--- src/rtl/plm_bank_array.sv ---
// Private-local-memory bank array fed by the round-robin scheduler: one word per kernel slot per cycle.
// Every bank is zero-filled after reset. After that, each slot writes and reads its bank, and read data comes back one cycle later.
module plm_bank_array #(
  parameter int unsigned ADDR_WIDTH  = 4,
  parameter int unsigned VALUE_WIDTH = 8,
  parameter int unsigned NBANKS      = 1,
  parameter int unsigned NPORTS      = 1,
  localparam int unsigned LADDR_WIDTH     = ADDR_WIDTH >> $clog2(NBANKS),
  localparam int unsigned DEPTH           = 2 ** LADDR_WIDTH,
  localparam int unsigned PLM_INPUT_WIDTH = LADDR_WIDTH + VALUE_WIDTH + 1,
  localparam int unsigned NKERNELS        = NBANKS * NPORTS
) (
  input  logic                                      clk,
  input  logic                                      reset,
  input  logic [NKERNELS-1:0][PLM_INPUT_WIDTH-1:0]  in,
  output logic [NKERNELS-1:0][VALUE_WIDTH-1:0]      rdata,
  output logic                                      init_done,
  output logic [NBANKS-1:0][15:0]                   wr_count
);

  localparam int unsigned CNT_WIDTH = 16;

  typedef struct packed {
    logic                   we;
    logic [LADDR_WIDTH-1:0] laddr;
    logic [VALUE_WIDTH-1:0] wdata;
  } slot_t;

  typedef enum logic {INIT, RUN} state_t;

  slot_t [NKERNELS-1:0]   slots;
  state_t                 state, state_next;
  logic [LADDR_WIDTH-1:0] clr_addr, clr_addr_next;
  logic                   init_done_next;
  logic [CNT_WIDTH:0]     cnt_sum [NBANKS];
  logic [VALUE_WIDTH-1:0] mem [NBANKS][DEPTH];

  assign slots = in;

  // State, clear pointer and init flag registers
  always_ff @(posedge clk or posedge reset) begin
    if (reset) begin
      state     <= INIT;
      clr_addr  <= '0;
      init_done <= 1'b0;
    end else begin
      state     <= state_next;
      clr_addr  <= clr_addr_next;
      init_done <= init_done_next;
    end
  end

  // INIT walks clr_addr across one bank depth and then hands over to RUN
  always_comb begin
    state_next     = state;
    clr_addr_next  = clr_addr;
    init_done_next = init_done;
    case (state)
      INIT: begin
        clr_addr_next = clr_addr + 1'b1;
        if (clr_addr == LADDR_WIDTH'(DEPTH - 1)) begin
          state_next     = RUN;
          init_done_next = 1'b1;
        end
      end
      RUN: begin
        state_next = RUN;
      end
      default: begin
        state_next     = INIT;
        clr_addr_next  = '0;
        init_done_next = 1'b0;
      end
    endcase
  end

  // Storage: zero fill while in INIT. Port writes are applied in port order, so the highest-numbered port wins.
  always_ff @(posedge clk) begin
    if (state == INIT) begin
      for (int b = 0; b < NBANKS; b++) begin
        mem[b][clr_addr] <= '0;
      end
    end else begin
      for (int b = 0; b < NBANKS; b++) begin
        for (int p = 0; p < NPORTS; p++) begin
          if (slots[b*NPORTS+p].we) begin
            mem[b][slots[b*NPORTS+p].laddr] <= slots[b*NPORTS+p].wdata;
          end
        end
      end
    end
  end

  // Read-first registered read: this samples mem before any same-edge write lands
  always_ff @(posedge clk or posedge reset) begin
    if (reset) begin
      rdata <= '0;
    end else if (state == RUN) begin
      for (int b = 0; b < NBANKS; b++) begin
        for (int p = 0; p < NPORTS; p++) begin
          rdata[b*NPORTS+p] <= mem[b][slots[b*NPORTS+p].laddr];
        end
      end
    end else begin
      rdata <= '0;
    end
  end

  // Per-bank tally of this cycle's writes, widened by one bit to detect saturation
  always_comb begin
    for (int b = 0; b < NBANKS; b++) begin
      cnt_sum[b] = {1'b0, wr_count[b]};
      for (int p = 0; p < NPORTS; p++) begin
        cnt_sum[b] = cnt_sum[b] + (CNT_WIDTH + 1)'(slots[b*NPORTS+p].we);
      end
    end
  end

  always_ff @(posedge clk or posedge reset) begin
    if (reset) begin
      wr_count <= '0;
    end else if (state == RUN) begin
      for (int b = 0; b < NBANKS; b++) begin
        wr_count[b] <= cnt_sum[b][CNT_WIDTH] ? {CNT_WIDTH{1'b1}} : cnt_sum[b][CNT_WIDTH-1:0];
      end
    end
  end

endmodule

--- config.mk ---
export PLATFORM = sky130hd
export DESIGN_NAME = plm_bank_array
export DESIGN_NICKNAME = d
export VERILOG_FILES = /design/src/rtl/plm_bank_array.sv
export SDC_FILE = /design/constraint.sdc
export NUM_CORES = 1
export LEC_CHECK = 0
export CAP_MARGIN = 25
export CORE_UTILIZATION = 28
export DETAILED_ROUTE_END_ITERATION = 6
export PLACE_DENSITY = 0.4
export REMOVE_ABC_BUFFERS = 1
export SLEW_MARGIN = 15
export SYNTH_ARGS = -nofsm -noshare
export SYNTH_HDL_FRONTEND = slang
export SYNTH_SLANG_ARGS = --single-unit
export TNS_END_PERCENT = 30
--- constraint.sdc ---
create_clock -name clk -period 2.4 [get_ports clk]
set_clock_uncertainty 0.15 [all_clocks]
set_input_delay 0.6 -clock clk [delete_from_list [all_inputs] [get_ports clk]]
set_output_delay 0.6 -clock clk [all_outputs]
set_load 0.03 [all_outputs]
* After elaboration in Yosys (flattened, before gate mapping)
Memories as Yosys holds them, arrays and structs flattened.
Cells that the tools add are included.
** Storage, ports and cells
- Register bits :: 30
- Bits in latches :: 0
- Bits in writable memories :: 128
- Bits in read-only memories :: 0
- Bits of input ports :: 15
- Output and inout bits :: 25
- Memories kept :: 1
** Memories
- mem :: words 1, width 128, rd ports 1, clocked after Yosys merged registers in 0, write ports 1, RTL line 36 : logic [VALUE_WIDTH-1:0] mem [NBANKS][DEPTH];
** Operators by class
- $add $sub $neg :: 2
- Multiply operators :: 0
- Div/mod/pow operators :: 0
- $lt $le $gt $ge :: 4
- Equality and inequality tests :: 1
- Shift operators :: 0
- Multiplexer cells :: 17
- Bitwise operators :: 3
- Reductions and logical operators :: 4
** Operators by type and width (number)
- 2-to-1 mux 128 bit :: 4
- OR reduction 128 bit :: 1
- demux 8 bit (select 4 bit) :: 2
- 2-to-1 mux 8 bit :: 5
- binary-select mux 8 bit (select 4 bit) :: 1
- adder 16 x 1 -> 17 bit :: 1
- 2-to-1 mux 16 bit :: 1
- >= comparator 5 bit, second input constant :: 2
- less-than comparator 5 x 1 -> 1 bit, second input constant :: 2
- NOT 4 -> 5 bit :: 2
- adder 4 x 1 -> 4 bit, second input constant :: 1
- equality test 4 bit, second input constant :: 1
- 2-to-1 mux 1 bit :: 3
- logical AND 1 bit :: 2
- one-hot mux 1 bit (2 select lines) :: 1
- AND reduction 2 bit :: 1
- NOT 1 bit :: 1

* Logic depth before layout (Yosys ltp)
- Word-level depth :: 8
- Gate-level depth with buffers :: 7

* Least setup slack after synthesis
No wires, ideal clock.
- Kind :: input to register
- From :: input port in[9] (netlist bit)
- To :: memory mem[0][24] (netlist bit), enable pin
- Library setup time :: 0.384 ns
- Arrival :: 1.847 ns
- Required time :: 1.866 ns
- Path slack :: 0.019 ns
- Stages :: 5
- Path buffers :: 2
- Cell sequence :: buf_4 > buf_2 > nor2_1 > nand2_1 > o21ai_0
** On the way
- Cells in the longest elaborated chain, start to end :: 8
** Ends and longest elaborated chain
- start: declaration :: RTL line 15 : input logic [NKERNELS-1:0][PLM_INPUT_WIDTH-1:0] in,
- NOT 4 -> 5 bit (not written as such) (*) :: RTL line 87 : mem[b][slots[b*NPORTS+p].laddr] <= slots[b*NPORTS+p].wdata;
- >= comparator 5 bit (not written as such) / less-than comparator 5 x 1 -> 1 bit (equally long branches) :: RTL line 87
- logical AND 1 bit (not written as such) :: RTL line 87
- 2-to-1 mux 8 bit (not written as such) :: RTL line 87
- demux 8 bit (select 4 bit) (*) :: RTL line 87
- 2-to-1 mux 128 bit (not written as such) (*) :: RTL line 87
- OR reduction 128 bit (no line)
- 2-to-1 mux 128 bit (no line) (*)
- end: declaration :: RTL line 36
Mark *: on every way between the ends. The rest lies on a longest branch, timed or not.

* Final worst setup path
- From :: register wr_count[4] (netlist bit)
- To :: output port wr_count[4] (netlist bit)
** RTL lines
- start: declaration :: RTL line 18 : output logic [NBANKS-1:0][15:0] wr_count
- start signal: indexed assignment :: RTL line 124 : wr_count[b] <= cnt_sum[b][CNT_WIDTH] ? {CNT_WIDTH{1'b1}} : cnt_sum[b][CNT_WIDTH-1:0];
No word-level cell between the ends.

==> implementation parameters <==
Parameter                              Value

Power
  Part of the power in registers    between 40% and 50%
  Switching part of the total power    between 20% and 30%
  Share of power burned in the clock network    about 40%
  Internal Power    between 4 and 5 mW
  Cell leakage power    ~3.3 nW
  Switching power total    ~1.6 mW
  Pwr Total    about 6.4 mW
  Combinational power share    11.5%
  Power per cell area    767 mW/mm^2
  Worst vdd rail ir drop    476 uV

Floorplanning
  Floorplan core area    roughly 0.023 sq mm
  Die area    roughly 0.024 sq mm
  Initial Util    just under 30%
  Chip width    approximately 160 um
  Die boundary height    around 160 um
  Placement row count    55
  Ports placed on the boundary    40

Setup path
  Critical register-to-register path startpoint    state
  CP max-delay cell    clkdlybuf4s50_1
  Required @ worst endpoint    1.65 ns
  Critical path, cell by cell    clkdlybuf4s50_1
  Type of the worst setup path    flip-flop to output port
  Critical Path Start    wr_count[4]
  Crit path buffers/inverters    1
  Data arrival time of the critical path    1.57 ns
  Setup slack, reg-to-reg    0.44 ns
  Largest stage delay, worst path    0.71 ns
  Critical Path Fanout Max    5
  Launching element type of the critical path    flip-flop
  Cell type group with the largest total delay on the critical path    buffers and inverters
  Worst Setup End Kind    output port

Global route
  Maximum number of pins on one net before global-route repair    34
  GR Overflow Total    0
  Wire length of the first global-routing pass    24600 um
  Global-route usage over all layers    14.1%
  Antenna violations before repair    0
  Vias in the first global route    3994

Finish
  Proportion of layout cells with a drive suffix above 1    19.2%
  Design Area, Final    approximately 0.0084 sq mm
  Final net count    between 500 and 600
  # diodes    0
  Final std cells w/o fill    around 820
  Synth-to-layout area growth    27.3%

Synthesis
  Number of synthesized register bits    158
  Average instance area after synthesis    16.1 sq um
  Post-synth EDFFs    roughly 130
  Post-synth top flop    edfxtp_1
  Warnings from Yosys    0
  Cell area after synthesis    0.00661 sq mm
  Top-area cell type share of the netlist area    58.2%
  Cell with the most instances after synthesis    edfxtp_1
  Most instantiated cells after synthesis    edfxtp_1 (128), mux2i_1 (45), dfrtp_1 (30), nand2_1 (29), o21ai_0 (16)
  Sequential share of the synthesized area    a little over two thirds
  Library cells used by synthesis    50
  Synthesized instance count    roughly 400
  Synth async-reset ratio    between 10% and 20%
  Post-synthesis cell type with the largest combined area    edfxtp_1
  Cells taking the most area after synthesis    edfxtp_1 (58%), dfrtp_1 (11%), mux2i_1 (6.8%)

Placement
  Half-perimeter wire length after detailed placement    10800 um
  Placed inst area    around 0.008 sq mm
  Buffers on Ports    39
  Worst slack after detailed placement    -0.246 ns
  Inst Count DP    between 700 and 800
  Final GP Congestion    between 0.7 and 0.8

CTS
  Number of buffers added by the clock tree synthesis step    17
  Maximum level of the CTS H-tree    4
  TritonCTS clock tree    done
  Number of buffers on the longest clock path    2
  Buffer cell driving the clock tree root    clkbuf_16
  Number of post-CTS setup repair buffers    0
  Clock slew at reported path FFs    ~0.07 ns
  Count of clock tree sinks    158
  Clock insertion delay at the later pin of the skew report    0.42 ns

Route
  Number of vias in the routed layout    between 3000 and 4000
  Average routed wire per standard cell    19.1 um
  Mean number of vias per cell    4.57
  Number of design rule violations left after detail routing    0
  Violation count after the first detailed-route iteration    254
  Number of iterations in the first detailed-routing pass    4
  Routed Antenna Nets    0
  Final routed wirelength across all metal layers    15700 um

STA
  Slew headroom    between 50 and 60%
  Crit path time final    around 2.3 ns
  RSZ-0062 raised after global routing    no
  Aggregate negative setup slack    0 ns
  FMAX    ~430 MHz
  Crit path setup slack, layout    between 0.08 and 0.09 ns
  Final Max Tran Viols    0
  Hold violation total from the final report    0
  Fin crit share    between 90% and 100%
  Final setup violation count    0
  Transition at the pin with the smallest max-transition slack    0.680 ns

Run status
  Result of the run    complete, no violations

Min path
  Hold_sp    init_done
  HP Class    flip-flop to flip-flop

Flow run
  Total of max-cap violations    0
==> repair_timing <==
action	4_1_cts	5_1_grt
resized for setup	2	1
endpoints found under the setup margin	2	1
hold buffers	0	0
gates cloned	0	0
==> layout make-up <==
| cell class | instances | area, sq um |
|---|---|---|
| fillers | 2156 | 14500 |
| flip-flops and latches | 158 | 4590 |
| multi-input cells | 225 | 1860 |
| repair buffers | 90 | 988 |
| clock buffers | 18 | 429 |
| well taps | 313 | 392 |
| clock inverters | 14 | 130 |
| inverters | 6 | 22.5 |
==> state kept, by name (all words and copies together) (netlist names) <==
signal,count
state,1
init_done,1
wr_count,16
clr_addr,4
mem,128
rdata,8
==> cell usage in the layout, fill, tap and decap left out, types with 4 or more instances in the layout <==
cell               n
nand3_1            8
mux4_2             6
a221oi_1           7
mux2i_1           45
a32o_1             6
a22o_1             6
dfrtp_1           30
nor4_1             4
nor3_1             4
inv_6              5
buf_4             33
and3_1             8
buf_12            18
clkinvlp_4         5
inv_1              6
a22oi_1           13
clkdlybuf4s50_1   34
nor2b_1            5
edfxtp_1         128
o21ai_0           16
nand2_1           29
nor2_1             9
and2_1             4
xnor2_1            9
o21ai_1            4
clkbuf_16         17
ha_1               6
mux4_1             5
==> worst paths after layout <==
kind	end	cells after the start
min in group asynchronous	wr_count[2]	3
max	wr_count[4]	1
min reg2reg	init_done	1
max reg2reg	wr_count[15]	5
max in group asynchronous	clr_addr[0]	3
min	init_done	1
==> metrics by stage <==
step / hold slack, ns / util (%)
3_3_place_gp: 0.342 / 34.3
5_1_grt: 0.386 / 36.7
6_report: 0.347 / 36.7
2_1_floorplan: 0.357 / -
3_5_place_dp: 0.338 / 34.3
4_1_cts: 0.367 / 36.7
==> per-layer routing <==
metal / part of all wire (%) / wire, um / vias up / track usage (%)
li1: - / - / 1787 / -
met1: 47 / 7340 / 1886 / 18.3
met2: 49 / 7700 / 77 / 23.5
met3: 3.2 / 500 / 12 / 3.14
met4: 1.1 / 165 / 0 / 4.34
met5: 0 / 0 / - / 0
==> kinds of logic (layout without fill, tap and decap cells) <==
family / after synthesis / in the layout / synth area share (%)
compound gates: 60 / 60 / 6.46
xor+xnor: 12 / 12 / 1.59
fa+ha+maj: 6 / 6 / 1.14
buf+inv: 28 / 128 / 2.35
flops: 158 / 158 / 69.5
mux: 60 / 60 / 11.5
simple gates: 87 / 87 / 7.39
==> power groups by stage <==
stage                     Sequential, mW  Combinational (mW)  Clock, mW
after CTS                           3.13               0.755       2.65
after global placement              3.19               0.764          0
after global routing                3.14               0.804       2.74
after detailed placement            3.19               0.763          0
after floorplan                     3.30               0.244          0
final                               3.13               0.743       2.58
Power figures use the tool's default switching activity.
